## src/rtl/msx_io_pkg.sv

```systemverilog
// Shared definitions for the MSX mouse port bridge.
//   phase_t        : nibble sequence position (X high, X low, Y high, Y low)
//   *_BIT / *_MSB  : field positions inside the hps_io ps2_mouse bus
//   clamp8         : clamp a signed count into the 8-bit range sent to the MSX
//   sat_add        : signed add saturating to a w-bit two's complement range
package msx_io_pkg;

  typedef enum logic [1:0] {PH_XH, PH_XL, PH_YH, PH_YL} phase_t;

  localparam int PKT_TOG_BIT = 24;
  localparam int DY_MSB      = 23;
  localparam int DY_LSB      = 16;
  localparam int DX_MSB      = 15;
  localparam int DX_LSB      = 8;
  localparam int BTN_L_BIT   = 0;
  localparam int BTN_R_BIT   = 1;
  localparam int X_SIGN_BIT  = 4;
  localparam int Y_SIGN_BIT  = 5;

  function automatic logic signed [7:0] clamp8(input int v);
    logic signed [7:0] r;
    if (v > 127)
      r = 8'sd127;
    else if (v < -128)
      r = -8'sd128;
    else
      r = v[7:0];
    return r;
  endfunction

  function automatic int sat_add(input int a, input int b, input int w);
    int s;
    int hi;
    int lo;
    s  = a + b;
    hi = (1 << (w - 1)) - 1;
    lo = -(1 << (w - 1));
    if (s > hi)
      s = hi;
    else if (s < lo)
      s = lo;
    return s;
  endfunction

endpackage

```

## src/rtl/mouse_motion_acc.sv

```systemverilog
// One axis of relative-motion accumulation.
//   clk_sys, reset_n : clock and synchronous active-low reset
//   add_en, delta    : packet strobe and signed per-packet motion
//   latch_en         : take a snapshot for transmission this cycle
//   acc              : saturating signed accumulator
//   latched          : snapshot sent to the host (clamped to 8 bits)
//   clamp_now        : combinational clamp of acc, valid in the latch cycle
module mouse_motion_acc
  import msx_io_pkg::*;
#(
  parameter int ACC_W = 12
) (
  input  logic                    clk_sys,
  input  logic                    reset_n,
  input  logic                    add_en,
  input  logic signed [9:0]       delta,
  input  logic                    latch_en,
  output logic signed [ACC_W-1:0] acc,
  output logic signed [7:0]       latched,
  output logic signed [7:0]       clamp_now
);

  int                    base;
  int                    addend;
  logic signed [ACC_W-1:0] acc_next;

  always_comb begin
    clamp_now = clamp8(int'(acc));
  end

  // The snapshot is removed from the pre-packet value, so a packet arriving
  // in the latch cycle lands entirely in the residue rather than being lost.
  always_comb begin
    addend   = add_en ? int'(delta) : 0;
    base     = latch_en ? (int'(acc) - int'(clamp_now)) : int'(acc);
    acc_next = ACC_W'(sat_add(base, addend, ACC_W));
  end

  always_ff @(posedge clk_sys) begin
    if (!reset_n) begin
      acc     <= '0;
      latched <= '0;
    end else begin
      if (latch_en || add_en)
        acc <= acc_next;
      if (latch_en)
        latched <= clamp_now;
    end
  end

endmodule

```

## src/rtl/msx_mouse_port.sv

```systemverilog
// PS/2 mouse (hps_io ps2_mouse bus) to MSX joystick-port mouse protocol.
//   clk_sys   : system clock, single domain
//   reset_n   : synchronous active-low reset
//   ps2_mouse : [24] packet toggle, [23:16] dy, [15:8] dx, [7:0] status
//   strobe    : port pin 8; every edge advances the nibble sequence
//   data      : [5] ~right, [4] ~left, [3:0] current nibble
//
// phase | meaning
// ------+---------------------------------------------------------------
// PH_XH | next strobe edge latches X/Y and shows X[7:4]
// PH_XL | next strobe edge shows X[3:0]
// PH_YH | next strobe edge shows Y[7:4]
// PH_YL | next strobe edge shows Y[3:0]
// A strobe gap longer than the timeout returns the phase to PH_XH.
module msx_mouse_port
  import msx_io_pkg::*;
#(
  parameter int CLK_HZ     = 21477270,
  parameter int TIMEOUT_US = 1500,
  parameter int ACC_W      = 12
) (
  input  logic        clk_sys,
  input  logic        reset_n,
  input  logic [24:0] ps2_mouse,
  input  logic        strobe,
  output logic [5:0]  data
);

  // 64-bit product: the default CLK_HZ*TIMEOUT_US does not fit in 32 bits.
  localparam longint TIMEOUT_L   = longint'(CLK_HZ) * longint'(TIMEOUT_US) / 64'd1000000;
  localparam int     TIMEOUT_CYC = int'(TIMEOUT_L);
  localparam int     CNT_W       = $clog2(TIMEOUT_CYC + 1);

  logic              pkt_q;
  logic              stb_q;
  logic              pkt;
  logic              stb;
  logic              trip;
  logic              latch_en;
  logic signed [8:0] dx9;
  logic signed [8:0] dy9;
  logic signed [9:0] delta_x;
  logic signed [9:0] delta_y;
  logic [CNT_W-1:0]  cnt;
  phase_t            phase;

  logic signed [ACC_W-1:0] acc_x;
  logic signed [ACC_W-1:0] acc_y;
  logic signed [7:0]       lat_x;
  logic signed [7:0]       lat_y;
  logic signed [7:0]       now_x;
  logic signed [7:0]       now_y;

  always_comb begin
    pkt      = ps2_mouse[PKT_TOG_BIT] ^ pkt_q;
    stb      = strobe ^ stb_q;
    trip     = (cnt == CNT_W'(TIMEOUT_CYC));
    latch_en = stb && (phase == PH_XH);
    dx9      = {ps2_mouse[X_SIGN_BIT], ps2_mouse[DX_MSB:DX_LSB]};
    dy9      = {ps2_mouse[Y_SIGN_BIT], ps2_mouse[DY_MSB:DY_LSB]};
    // MSX X is positive-left, PS/2 X is positive-right.
    delta_x  = -{dx9[8], dx9};
    delta_y  = {dy9[8], dy9};
  end

  mouse_motion_acc #(.ACC_W(ACC_W)) u_acc_x (
    .clk_sys   (clk_sys),
    .reset_n   (reset_n),
    .add_en    (pkt),
    .delta     (delta_x),
    .latch_en  (latch_en),
    .acc       (acc_x),
    .latched   (lat_x),
    .clamp_now (now_x)
  );

  mouse_motion_acc #(.ACC_W(ACC_W)) u_acc_y (
    .clk_sys   (clk_sys),
    .reset_n   (reset_n),
    .add_en    (pkt),
    .delta     (delta_y),
    .latch_en  (latch_en),
    .acc       (acc_y),
    .latched   (lat_y),
    .clamp_now (now_y)
  );

  always_ff @(posedge clk_sys) begin
    if (!reset_n) begin
      // History follows the inputs so releasing reset never looks like an edge.
      pkt_q <= ps2_mouse[PKT_TOG_BIT];
      stb_q <= strobe;
      phase <= PH_XH;
      cnt   <= '0;
      data  <= 6'b110000;
    end else begin
      pkt_q <= ps2_mouse[PKT_TOG_BIT];
      stb_q <= strobe;

      if (pkt)
        data[5:4] <= ~{ps2_mouse[BTN_R_BIT], ps2_mouse[BTN_L_BIT]};

      // A strobe edge in the trip cycle wins and uses the pre-trip phase.
      if (stb) begin
        cnt <= '0;
        case (phase)
          PH_XH: begin
            data[3:0] <= now_x[7:4];
            phase     <= PH_XL;
          end
          PH_XL: begin
            data[3:0] <= lat_x[3:0];
            phase     <= PH_YH;
          end
          PH_YH: begin
            data[3:0] <= lat_y[7:4];
            phase     <= PH_YL;
          end
          PH_YL: begin
            data[3:0] <= lat_y[3:0];
            phase     <= PH_XH;
          end
          default: phase <= PH_XH;
        endcase
      end else if (trip) begin
        phase <= PH_XH;
      end else begin
        cnt <= cnt + CNT_W'(1);
      end
    end
  end

  // acc_x/acc_y are exposed for observation only.
  logic unused_acc;
  always_comb unused_acc = ^{acc_x, acc_y};

endmodule

```

## config.mk

```make
export PLATFORM = sky130hd
export DESIGN_NAME = msx_mouse_port
export DESIGN_NICKNAME = d
export VERILOG_FILES = /design/src/rtl/msx_io_pkg.sv /design/src/rtl/mouse_motion_acc.sv /design/src/rtl/msx_mouse_port.sv
export SDC_FILE = /design/constraint.sdc
export NUM_CORES = 1
export LEC_CHECK = 0
export ABC_AREA = 1
export BUFFER_PORTS_ARGS = -buffer_cell sky130_fd_sc_hd__buf_4
export CORE_MARGIN = 2
export CORE_UTILIZATION = 40
export CTS_BUF_LIST = sky130_fd_sc_hd__clkbuf_4
export CTS_CLUSTER_SIZE = 30
export DETAILED_ROUTE_END_ITERATION = 12
export GPL_ROUTABILITY_DRIVEN = 0
export GPL_TIMING_DRIVEN = 0
export SLEW_MARGIN = 20
export SYNTH_ARGS = -nofsm -noshare
export SYNTH_HDL_FRONTEND = slang
export SYNTH_SLANG_ARGS = --single-unit
```

## constraint.sdc

```tcl
create_clock -name clk_sys -period 9.9 [get_ports clk_sys]
set_clock_uncertainty 0.05 [all_clocks]
set_input_delay 1.485 -clock clk_sys [delete_from_list [all_inputs] [get_ports clk_sys]]
set_output_delay 1.485 -clock clk_sys [all_outputs]
set_load 0.01 [all_outputs]
```

======== Yosys cells after proc, flatten, opt, wreduce, memory -nomap -nowiden ========
Index checks and enable logic that the tools add are counted.
operators by class
  add/subtract/negate cells ............... 6
  order comparisons ....................... 8
  equal/unequal tests ..................... 4
  muxes and demuxes ....................... 16
  bitwise logic cells ..................... 4
  reductions and logical operators ........ 5
operator list
  operator               count
  $mux 32                4
  $add 32x32->32         2
  $gt 32x12->1 const B   2
  $lt 32x12->1 const B   2
  $mux 12                4
  $mux 8                 4
  $sub 12x8->13          2
  $gt 12x8->1 const B    2
  $lt 12x8->1 const B    2
  $pmux 4 s4             1
  $add 15x1->15 const B  1
  $eq 15x15->1 const B   1
  $neg 10->10            1
  $pmux 2 s4             1
  $eq 2x2->1 const B     2
  $mux 2                 2
  $eq 2x1->1 const B     1
  $logic_not 2->1        1
  $not 2->2              1
  $reduce_bool 2->1      1
  $reduce_or 2->1        1
  $xor 1x1->1            2
  $logic_and 1x1->1      1
  $logic_or 1x1->1       1
  $not 1->1              1
storage, ports and cells
  register bits ........................... 61
  input port bits ......................... 28
  output and inout bits ................... 6
  word-level logic and storage cells ...... 53

======== Longest topological paths before layout ========
Gate-level depths: netlist of the first run.
  depth after elaboration ................. 9
  depth in mapped cells ................... 34
  gate-level depth less buffers ........... 33

======== Cells and area by module ========
A second synthesis of the first run with hierarchy kept.
unflattened totals
  cell total of the unflattened synthesis .. 1036
  area, all modules ....................... 6481.2 sq um
by module, submodules not included
  module            instances  cells an instance  area an instance (sq um)  seq. area each (sq um)
  mouse_motion_acc  2          413                2516.2                    400.4
  msx_mouse_port    1          210                1448.9                    500.5

======== Worst setup path before layout of the first run ========
OpenSTA, ideal clock, no wires.
  path kind ............................... input -> register
  start ................................... input port strobe
  end ..................................... register u_acc_y.acc[10]
  setup time .............................. 117 ps
  arrival ................................. 5150 ps
  required time ........................... 9733 ps
  path slack .............................. 4583 ps
  stages .................................. 22
  path buffers ............................ 3
  cells stage by stage .................... or2_2 -> nand2_1 -> nand2_1 -> clkbuf_1 -> clkbuf_1 -> o21ai_0 -> ha_1 -> inv_1 -> fa_1 -> o21ai_2 -> a21boi_0 -> o21ai_0 -> nand3_1 -> nand2_1 -> fa_1 -> nor4_1 -> nand3_1 -> o21ai_1 -> nand2_1 -> buf_2 -> nor2_1 -> nor2_1
on the way
  longest elaborated chain between the ends .. 7
  elaborated cells on any way between the ends .. 9
  classes of those cells .................. add/sub: 1; order compare: 2; mux: 3; bitwise: 1; reduce/logical: 2
RTL lines
  element                 line                    source
  start: declaration      msx_mouse_port.sv:25    input logic strobe,
  $xor 1x1->1 (*)         msx_mouse_port.sv:56    stb = strobe ^ stb_q;
  $logic_and 1x1->1 (*)   msx_mouse_port.sv:58    latch_en = stb && (phase == PH_XH);
  $mux 32                 mouse_motion_acc.sv:35  base = latch_en ? (int'(acc) - int'(clamp_now)) : int'(acc);
  $add 32x32->32          msx_io_pkg.sv:35        s = a + b;
  $lt 32x12->1            msx_io_pkg.sv:40        else if (s < lo)
  $mux 12                 msx_io_pkg.sv:40
  $mux 12                 msx_io_pkg.sv:38        if (s > hi)
  end signal: assignment  mouse_motion_acc.sv:45  acc <= acc_next;
  end: declaration        mouse_motion_acc.sv:18  output logic signed [ACC_W-1:0] acc,
Mark *: on every way between the ends. The rest lies on a longest branch, timed or not.
A chain may end at the register's enable or synchronous reset.

======== Worst setup path in the final report of the first run ========
  start ................................... register u_acc_x.acc[11]
  end ..................................... register u_acc_x.acc[10]
on the way
  longest elaborated chain between the ends .. 9
  elaborated cells on any way between the ends .. 11
  classes of those cells .................. add/sub: 2; order compare: 4; mux: 5
RTL lines
  element                   line                    source
  start: declaration        mouse_motion_acc.sv:18
  start signal: assignment  mouse_motion_acc.sv:45
  $lt 12x8->1               msx_io_pkg.sv:24        else if (v < -128)
  $mux 8                    msx_io_pkg.sv:24
  $mux 8 (*)                msx_io_pkg.sv:22        if (v > 127)
  net now_x[0]              msx_mouse_port.sv:51    logic signed [7:0] now_x;
  $sub 12x8->13 (*)         mouse_motion_acc.sv:35
  $mux 32 (*)               mouse_motion_acc.sv:35
  $add 32x32->32 (*)        msx_io_pkg.sv:35
  $lt 32x12->1              msx_io_pkg.sv:40
  $mux 12                   msx_io_pkg.sv:40
  $mux 12 (*)               msx_io_pkg.sv:38
The timed path passes the listed nets; every way through them passes the cells marked *.

==> results of run 1 <==
==> state kept, by name (all words and copies together) (netlist names) <==
name	count
u_acc_y.acc	12
cnt	15
u_acc_x.acc	12
phase	2
pkt_q	1
u_acc_y.latched	8
u_acc_x.latched	4
stb_q	1
data	6
==> routing by layer <==
| metal | global-route usage [%] | vias to the layer above |
|---|---|---|
| met2 | 34.6 | 71 |
| met5 | 0 | - |
| met1 | 25.4 | 2717 |
| met3 | 3.31 | 19 |
| li1 | - | 3298 |
| met4 | 5.62 | 0 |
==> layout make-up <==
| class | instances | area [µm²] | area share [%] |
|---|---|---|---|
| diodes | 1 | 2.50 | 0.0373 |
| plain buffers | 21 | 104 | 1.55 |
| clock buffers | 10 | 75.1 | 1.12 |
| clock inverters | 6 | 77.6 | 1.16 |
| inverters | 137 | 514 | 7.67 |
| multi-input cells | 753 | 4260 | 63.5 |
| flip-flops and latches | 61 | 1220 | 18.2 |
| well taps | 188 | 235 | 3.51 |
| repair buffers | 29 | 218 | 3.25 |
==> worst paths after layout <==
check / cells past startpoint / to / slack [ps]
max: 27 / u_acc_x.acc[10] / 3940
min reg2reg: 2 / u_acc_y.latched[5] / 430
max reg2reg: 27 / u_acc_x.acc[10] / 3940
min: 2 / u_acc_y.latched[5] / 430
==> cells in the mapped netlist (all sizes together) <==
library cell	instances	share of area [%]
a2111o	1	0.18
a2111oi	1	0.14
a211oi	1	0.12
a21boi	6	0.74
a21o	4	0.49
a21oi	91	7.5
a221oi	1	0.14
a311oi	1	0.14
a31oi	10	1.0
and2	2	0.21
and3	3	0.31
buf	6	0.68
clkbuf	14	0.86
clkinv	1	0.062
dfxtp	61	20
dlygate4sd3	1	0.16
fa	12	3.9
ha	54	11
inv	136	8.4
mux2i	5	0.82
nand2	208	13
nand3	61	5.3
nand3b	7	0.86
nand4	16	1.7
nor2	117	7.3
nor3	13	1.1
nor4	5	0.51
o211ai	4	0.49
o21a	2	0.25
o21ai	92	7.6
o21bai	4	0.49
o22ai	1	0.10
or2	4	0.41
or4	1	0.12
xnor2	15	2.2
xor2	11	1.6
==> metrics by stage <==
step | hold slack (ps) | util, % | total power [W] | std cells | instance area [µm²]
after global routing | 463 | 44.6 | 0.00183 | 1206 | 6700
final | 428 | 44.6 | 0.00164 | 1206 | 6700
after detailed placement | 415 | 43.6 | 0.00144 | 1189 | 6550
after floorplan | 393 | - | 0.00120 | 972 | 6100
after global placement | 410 | 43.6 | 0.00144 | 1189 | 6550
after CTS | 431 | 44.6 | 0.00165 | 1205 | 6700
==> kinds of logic (layout without fill, tap and decap cells) <==
| group | after synthesis | count (layout) | synth area share (%) |
|---|---|---|---|
| DFF | 61 | 61 | 20.0 |
| muxes | 5 | 5 | 0.821 |
| other | 0 | 1 | 0 |
| buffers and inverters | 158 | 203 | 10.1 |
| adders and majority gates | 66 | 66 | 15.0 |
| and+or+nand+nor | 437 | 437 | 30.8 |
| xor gates and xnor gates | 26 | 26 | 3.74 |
| AOI/OAI and AO/OA | 219 | 219 | 19.4 |
==> power groups by stage <==
| stage | Sequential (W) | Combinational, W | Clock (W) |
|---|---|---|---|
| CTS | 0.000330 | 0.00111 | 0.000201 |
| global route | 0.000336 | 0.00128 | 0.000214 |
| finish | 0.000330 | 0.00111 | 0.000195 |
| detailed placement | 0.000335 | 0.00111 | 0 |
| floorplan | 0.000319 | 0.000882 | 0 |
| global placement | 0.000335 | 0.00110 | 0 |
==> tightest hold or removal path, stage by stage (launching register included) <==
cell and delay [ps]:
dfxtp_1 330, nand2_1 60, a21oi_1 50
==> impl_results.md, run 1 <==
- Outcome: finished, final reports clean
- Number of global-route vias before repair: 5792
- Drt total wl: 15400 µm
- Crit path required time: 10170 ps
- Top routing layer in use: met4
- Fmax achieved: 0.168 GHz
- HP Start: u_acc_y.latched[5]
- ANT nets after route: 0
- Die Area: 16200 µm²
- Commonest non-fill, non-tap cells in the layout: nand2_1 (203), inv_1 (135), nor2_1 (115)
- Largest net degree at the start of global routing: 11
- Final setup TNS: 0 ps
- CORE AREA: 15000 µm²
- P&R area growth vs syn: 9.98%
- H-tree levels: 3
- Internal power: 0.000810 W
- Worst-skew pair later-pin latency: 420 ps
- Detailed Place HPWL: 12600 µm
- Syn_nets: 1066
- Clock buffer depth: 2
- Min-delay worst type: reg2reg
- Synth Register Bits: 61
- Syn Std Cell Area: 6100 µm²
- Port bufs: 29
- Vias/cell: 5.06
- Hold buffers post-CTS: 0
- First-iteration detailed-routing DRC count: 399
- Commonest non-fill, non-tap cell in the layout: nand2_1
- Root Driver: clkbuf_4
- CTS resizes: 0
- Worst-Margin Slew: 701 ps
- Flop pwr share: 20.2%
- Crit Path Class: reg2reg
- RSZ-0062 raised after global routing: false
- Final Max Tran Viols: 0
- Comb pwr share: 67.9%
- First-pass GRT wire length: 26500 µm
- Syn Inst Count: 972
- Sw Pwr: 0.000827 W
- Final Hold Vio Count: 0
- Antenna violations before repair: 1
- Initial Util: 40.5%
- Synthesized area per cell: 6.27 µm²
- MaxCap Viol Count: 0
- Post-Route M1 WL: 7600 µm
- Final setup viols: 0
- Ports: 34
- CP Capture Type: flip-flop
- Die Y: 127 µm
- Total GRT Usage: 19.9%
- Critical path buffers and inverters: 5
- Fillcell total: 1633
- Row count: 45
- Share of cells above drive strength 1: 6.29%
- Place WS: 3530 ps
- Pwr per Cell Area: 244 nW/µm²
- CP startpoint: u_acc_x.acc[11]
- Reg clk slew, reported paths: 100 ps
- Startpoint types: flip-flop
- Worst Path Arrival: 6230 ps
- Nets@finish: 1106
- Switching share of power: 50.5%
- Top delay family on crit path: adder cells
- Ys Warns: 0
- Delay of the slowest critical-path stage: 730 ps
- Setup slack after layout: 3940 ps
- Clock Sink Count: 61
- Slowest CP cell: dlygate4sd3_1
- Gr ovfl total: 0
- Seq/Total Area, Yosys: 20.0%
- CTS tree: built
- Period minus WS final: 5960 ps
- Synth cell types: 47
- Peak supply drop: 0.0881 mV
- Most used cell, CP: nand2_1
- Worst r2r src: u_acc_x.acc[11]
- Die width: 127 µm
- Post-CTS setup buffer count: 0
- Vias post-DR: 6105
- Clock share of power: 11.9%
- Leakage power: 3.34 nW
- Max-Slew Margin vs Limit: 53.3%
- Post-detailed-route wirelength per cell: 12.8 µm
- Met3 wire length: 326 µm
- Crit path max fanout: 10
- DRC violations left: 0
- Drt first pass iters: 5
- Period Utilization, post-route: 60.2%
- Metal2 WL: 7200 µm
- CTS buffer count: 9
(Power assumes the default switching activity.)
==> run 2: changes to the inputs <==
Clock period 9.9 ns to 5.9 ns, I/O delays scaled along.
==> impl_results.md, run 2 (synthesis gave the netlist of run 1 again) <==
- P&R area growth vs syn: 10.9%
- Hold buffers post-CTS: 0 (unchanged)
- Antenna violations before repair: 1 (unchanged)
- Crit path max fanout: 10 (unchanged)
- Crit path required time: 6170 ps (-4000 ps)
- Peak supply drop: 0.158 mV (+80%)
- Post-detailed-route wirelength per cell: 12.8 µm (about the same)
- HP Start: u_acc_y.latched[5]
- Drt total wl: 15400 µm (+0.20%)
- Pwr per Cell Area: 410 nW/µm² (+68%)
- Period Utilization, post-route: 92.5% (+32 points)
- Share of cells above drive strength 1: 7.45% (+1.2 points)
- Top reg by flops: cnt
- DRC violations left: 0 (unchanged)
- CTS tree: built
- Root Driver: clkbuf_4
- Port bufs: 29 (unchanged)
- ANT nets after route: 0 (unchanged)
- Worst Hold Depth: 2 (unchanged)
- Clock buffer depth: 2 (unchanged)
- CP Capture Type: flip-flop
- Startpoint types: flip-flop
- CTS buffer count: 9 (unchanged)
- Worst-skew pair later-pin latency: 420 ps (about the same)
- Min-delay worst type: reg2reg
- Die Y: 127 µm (unchanged)
- Final Hold Vio Count: 0 (unchanged)
- Final setup viols: 0 (unchanged)
- Ports: 34 (unchanged)
- Outcome: finished, final reports clean
- Top Registers: cnt (15), u_acc_x.acc (12), u_acc_y.acc (12)
- Total GRT Usage: 19.9% (unchanged)
- Clock Sink Count: 61 (unchanged)
- Place WS: -11.5 ps (-3540 ps)
- Hold Crit Endpoint: u_acc_y.latched[5]
- Commonest non-fill, non-tap cell in the layout: nand2_1
- Setup slack after layout: 441 ps (-3500 ps)
- Worst Path Arrival: 5730 ps (-500 ps)
- Period minus WS final: 5460 ps (-503 ps)
- Die Area: 16200 µm² (unchanged)
- Number of global-route vias before repair: 5792 (unchanged)
- MaxCap Viol Count: 0 (unchanged)
- Reg2reg end: u_acc_x.acc[10]
- Max-Slew Margin vs Limit: 54.5% (+1.3 points)
- Post-Route Utilization: 45.0% (+0.36 points)
- First-pass GRT wire length: 26500 µm (unchanged)
- Leakage power: 3.35 nW (+0.40%)
- RSZ-0062 raised after global routing: true
- Worst-Margin Slew: 682 ps (-19.2 ps)
- Gr ovfl total: 0 (unchanged)
- Vias/cell: 5.06 (about the same)
- Detailed Place HPWL: 12600 µm (unchanged)
- Worst r2r src: u_acc_x.acc[11]
- Reg clk slew, reported paths: 100 ps (about the same)
- Fmax achieved: 0.183 GHz (+9.2%)
- Nets@finish: 1109 (+0.27%)
- Fillcell total: 1625 (-0.49%)
- Initial Util: 40.5% (unchanged)
- Commonest non-fill, non-tap cells in the layout: nand2_1 (201), inv_1 (134), nor2_1 (115)
- Vias post-DR: 6118 (+0.21%)
- H-tree levels: 3 (unchanged)
- Die width: 127 µm (unchanged)
- Largest net degree at the start of global routing: 11 (unchanged)
- Drt first pass iters: 5 (unchanged)
- Max FFs per register: 15 (unchanged)
- R2R Setup Slk: 440 ps (-3500 ps)
- Final Max Tran Viols: 0 (unchanged)
- CORE AREA: 15000 µm² (unchanged)
- Crit Path Class: reg2reg
- Row count: 45 (unchanged)
- First-iteration detailed-routing DRC count: 354 (-11%)
- R2R depth: 27 (unchanged)
run 2: changes by cell type in the layout (fill, tap and decap cells not counted), sizes merged:
cell      previous run  this run
buf                 35        38
inv                136       135
clkinvlp             0         1
run 2: cell type report:
cell class	instances	area (µm²)	area share, %
Antenna cell	1	2.50	0.0370
Buffer	21	104	1.54
Clock buffer	10	75.1	1.11
Clock inverter	6	77.6	1.15
Inverter	137	518	7.67
Multi-Input combinational cell	753	4280	63.4
Sequential cell	61	1220	18.1
Tap cell	188	235	3.48
Timing Repair Buffer	32	240	3.55
run 2: through the flow:
step / area [µm²] / TNS [ps] / cells / hold WS, ps / total power, W
CTS: 6710 / 0 / 1205 / 431 / 0.00276
global route: 6760 / -18.9 / 1209 / 463 / 0.00309
finish: 6760 / 0 / 1209 / 427 / 0.00277
floorplan: 6100 / 0 / 972 / 393 / 0.00202
global placement: 6550 / 0 / 1189 / 410 / 0.00241
detailed placement: 6550 / -16.0 / 1189 / 415 / 0.00242
run 2: per-layer routing:
layer	routed length, µm	vias to the layer above	track usage [%]
met5	0	-	0
met4	246	0	5.62
met3	349	18	3.31
met2	7270	72	34.6
met1	7560	2720	25.4
li1	-	3308	-
run 2: worst max-delay path: stages (launching register included):
cell and delay (ps):
dfxtp_2 460, inv_1 220, nand2_2 200, a21oi_1 100, ha_1 220, fa_1 410
inv_1 120, a21oi_1 70, a21oi_1 250, nand4_1 110, nand2_1 130, nand2_1 80
nand2_1 60, nand2_1 70, a21oi_2 270, ha_1 340, nand2_1 130, inv_1 50
nand2_1 60, nand2_1 50, a21oi_2 170, nand2_1 100, fa_1 520, inv_1 100
dlygate4sd3_1 730, a21oi_1 120, nor2_1 110, nor2_1 50
run 2: power breakdown:
part           switching, W  leakage [nW]  internal, W
Combinational       0.00117          2.76     0.000718
Sequential        0.0000755         0.505     0.000480
Clock              0.000156        0.0852     0.000172
Total               0.00140          3.35      0.00137
run 2: timing repair:
action                                  4_1_cts  5_1_grt
endpoints found under the setup margin       10       22
buffers inserted                              0        3
resized for setup                             1       10
run 2: worst max path at each step:
stage	cells after the start	slack, ps	endpoint	startpoint
6_report	27	440	u_acc_x.acc[10]	u_acc_x.acc[11]
5_1_grt	33	-10	u_acc_x.acc[10]	u_acc_x.acc[11]
4_1_cts	27	100	u_acc_x.acc[10]	u_acc_x.acc[11]
3_5_place_dp	27	-10	u_acc_x.acc[2]	u_acc_x.acc[11]
3_3_place_gp	27	30	u_acc_x.acc[10]	u_acc_x.acc[11]
2_1_floorplan	27	1020	u_acc_x.acc[5]	u_acc_x.acc[11]
==> run 3: changes to the inputs <==
Settings changed: ABC_AREA 1 to default.
==> impl_results.md, run 3 <==
- Met2 Use GR: 37.0% (+2.4 points)
- Switching share of power: 48.9% (-1.6 points)
- Placed cell area: 6460 µm² (-1.4%)
- Setup slack after layout: -316 ps (-757 ps)
- CORE AREA: 14600 µm² (-3.0%)
- RSZ-0062 raised after global routing: true
- Syn Std Cell Area: 6000 µm² (-1.5%)
- Total GRT Usage: 20.9% (+1.0 points)
- Peak supply drop: 0.269 mV (+70%)
- Die width: 126 µm (-0.75%)
- R2R depth: 25 (-7.4%)
- P&R area growth vs syn: 25.9%
- Delay of the slowest critical-path stage: 460 ps (-270 ps)
- Critical path buffers and inverters: 2 (-3)
- Post-Route Utilization: 51.8% (+6.8 points)
- Ports: 34 (unchanged)
- Commonest non-fill, non-tap cell in the layout: buf_4
- Sw Pwr: 0.00233 W (+66%)
- Number of synthesized flops with an enable pin: 0 (unchanged)
- CP Capture Type: flip-flop
- Flop pwr share: 14.3% (-5.8 points)
- Worst r2r src: u_acc_y.acc[7]
- Vias/cell: 5.88 (+16%)
- Ys Warns: 0 (unchanged)
- Die Area: 16000 µm² (-1.5%)
- First-pass GRT wire length: 27700 µm (+4.6%)
- Root Driver: clkbuf_4
- Gr ovfl total: 0 (unchanged)
- Top reg by flops: cnt
- Initial Util: 41.1% (+0.59 points)
- Worst-skew pair later-pin latency: 420 ps (about the same)
- Clock Sink Count: 61 (unchanged)
- Place WS: -1230 ps (-1220 ps)
- Synth cell types: 68 (+45%)
- CTS buffer count: 9 (unchanged)
- Top-area cell type share of the netlist area: 20.3% (+0.31 points)
- ANT nets after route: 0 (unchanged)
- Reg2reg end: u_acc_y.acc[10]
- Final setup viols: 11 (+11)
- Post-synth top cells: nand2_1 (77), nor2_1 (71), o21ai_0 (69)
- Syn Inst Count: 782 (-20%)
- H-tree levels: 3 (unchanged)
- Max-Slew Margin vs Limit: 19.0% (-36 points)
- Final Max Tran Viols: 0 (unchanged)
- Vias post-DR: 6197 (+1.3%)
- Met3 Usage GRT: 2.66% (-0.65 points)
- Busiest grt layer: met2
- Worst Hold Depth: 2 (unchanged)
- Commonest non-fill, non-tap cells in the layout: buf_4 (73), nand2_1 (71), nor2_1 (64)
- Violated checks: setup timing
- Outcome: complete, but fails checks
- Worst-Margin Slew: 1210 ps (+524 ps)
- Die Y: 126 µm (-0.75%)
- Drt first pass iters: 5 (unchanged)
- Top delay family on crit path: compound AO/OA/AOI/OAI gates
- Slowest CP cell: fa_1
- Startpoint types: flip-flop
- Crit path max fanout: 10 (unchanged)
- Hold Crit Endpoint: u_acc_y.latched[3]
- Post-detailed-route wirelength per cell: 16.9 µm (+33%)
- Max FFs per register: 15 (unchanged)
- Final Hold Vio Count: 0 (unchanged)
- Antenna violations before repair: 0 (-1)
- Fmax achieved: 0.161 GHz (-12%)
- First-iteration detailed-routing DRC count: 336 (-5.1%)
- CTS tree: built
- R2R Setup Slk: -320 ps (-760 ps)
- Synth area leaders: dfxtp_1 (20%), ha_1 (11%), o21ai_0 (5.8%), nand2_1 (4.8%), nor2_1 (4.4%)
- Largest net degree at the start of global routing: 12 (+1)
- Row count: 44 (-2.2%)
- Pwr per Cell Area: 629 nW/µm² (+54%)
- Synthesized area per cell: 7.68 µm² (+22%)
- Top Registers: cnt (15), u_acc_x.acc (12), u_acc_y.acc (12)
- Leakage power: 3.06 nW (-8.7%)
- Syn_nets: 876 (-18%)
- Top_reg_cell synth: dfxtp_1
- Worst Path Arrival: 6520 ps (+790 ps)
- Drt total wl: 17800 µm (+16%)
- DRC violations left: 0 (unchanged)
- Total power: 0.00476 W (+72%)
- Async set-reset flop share out of synthesis: 0% (unchanged)
- Crit Path Class: reg2reg
- Met1 Track Usage GR: 26.9% (+1.5 points)
- HP Start: u_acc_y.latched[3]
- Clock buffer depth: 2 (unchanged)
- Clock share of power: 8.1% (-3.8 points)
- Period minus WS final: 6220 ps (+757 ps)
- Comb pwr share: 77.6% (+9.5 points)
- Number of global-route vias before repair: 5794 (+0.035%)
- Final setup TNS: -3200 ps (-3200 ps)
- Synth Register Bits: 61 (unchanged)
- Detailed Place HPWL: 12600 µm (-0.35%)
- Final Cell Area: 7560 µm² (+12%)
- Most used cell, CP: a21oi_1
- Inserted Diodes: 0 (-1)
- Nets@finish: 959 (-14%)
- Period Utilization, post-route: 105% (+13 points)
- Share of cells above drive strength 1: 24.7% (+17 points)
- Internal power: 0.00243 W (+77%)
- Fillcell total: 1368 (-16%)
- Seq/Total Area, Yosys: 20.3% (+0.31 points)
- MaxCap Viol Count: 0 (unchanged)
- Port bufs: 29 (unchanged)
- Min-delay worst type: reg2reg
- Cell with the most instances after synthesis: nand2_1
- Yosys top cell by area: dfxtp_1
- Crit path required time: 6210 ps (+40 ps)
- Reg clk slew, reported paths: 120 ps (+20 ps)
-- run 3: changes by cell type after synthesis, sizes merged, moves of 14 or more --
cell | before | now
nand3 | 61 | 17
inv | 136 | 38
o21ai | 92 | 71
nor2b | 0 | 19
nor2 | 117 | 71
a211oi | 1 | 15
a21oi | 91 | 38
and2 | 2 | 22
nand2 | 208 | 77
-- run 3: cell type report --
| type | count | area [µm²] | share of cell area, % |
|---|---|---|---|
| flip-flops and latches | 61 | 1240 | 16.5 |
| multi-input cells | 655 | 5060 | 67.0 |
| clock buffers | 9 | 67.6 | 0.894 |
| repair buffers | 75 | 571 | 7.55 |
| plain buffers | 25 | 123 | 1.62 |
| clock inverters | 7 | 113 | 1.49 |
| inverters | 38 | 143 | 1.89 |
| well taps | 184 | 230 | 3.05 |
-- run 3: worst reg2reg max path: stages (launching register included) --
cell,delay [ps]
dfxtp_4,390
nor4_4,410
nor2_4,140
o21ai_4,180
ha_4,230
a21oi_1,170
nand2_2,160
a311oi_2,310
o2111ai_1,190
a21oi_1,220
xnor2_1,110
mux2_2,270
ha_1,310
clkbuf_2,200
nand2_1,110
o211ai_1,100
a211o_1,290
a31o_1,280
a21oi_2,170
fa_1,460
nand4b_1,210
nor4_2,330
nand3_1,170
a211oi_4,370
buf_6,170
a221o_2,130
-- run 3: per-stage QoR --
| stage | cells | hold WS, ps |
|---|---|---|
| after floorplan | 782 | 391 |
| after global placement | 995 | 408 |
| after detailed placement | 995 | 410 |
| after global routing | 1054 | 459 |
| after CTS | 1030 | 427 |
| final | 1054 | 429 |
-- run 3: worst max-delay path by stage --
stage	slack, ps	cells past startpoint	startpoint	end
floorplan	80	25	u_acc_y.acc[7]	u_acc_y.acc[10]
CTS	-20	26	u_acc_y.acc[10]	u_acc_y.acc[10]
global route	-470	25	u_acc_y.acc[7]	u_acc_y.acc[8]
global placement	-1130	26	u_acc_x.acc[7]	u_acc_x.acc[4]
detailed placement	-1230	26	u_acc_x.acc[7]	u_acc_x.acc[1]
finish	-320	25	u_acc_y.acc[7]	u_acc_y.acc[10]
-- run 3: cells by family (layout without fill, tap and decap cells) --
logic type	count (synthesis)	after routing	synth area share, %
AO/OA/AOI/OAI	255	256	29.3
adder cells (fa/ha/maj)	66	66	15.3
XOR/XNOR	42	42	6.13
multiplexers	7	7	1.21
flip-flops	61	61	20.3
buffers and inverters	67	154	4.38
AND/OR/NAND/NOR	284	284	23.4
-- run 3: per-layer routing --
metal | vias to the layer above | share of wire (%)
met5 | - | 0
met4 | 0 | 1.8
met3 | 22 | 3.9
met2 | 171 | 50
met1 | 2937 | 44
li1 | 3067 | -
-- run 3: power by group through the flow --
| stage | clock network [W] | registers [W] | logic [W] |
|---|---|---|---|
| final | 0.000384 | 0.000681 | 0.00369 |
| after global routing | 0.000409 | 0.000697 | 0.00402 |
| after CTS | 0.000385 | 0.000661 | 0.00315 |
| after detailed placement | 0 | 0.000649 | 0.00274 |
| after global placement | 0 | 0.000647 | 0.00265 |
| after floorplan | 0 | 0.000611 | 0.00218 |
-- run 3: timing repair --
item	4_1_cts	5_1_grt
endpoints found under the setup margin	23	22
pin swaps	17	66
gates cloned	2	1
hold buffers	0	0
resized for setup	80	72
buffers inserted	17	27
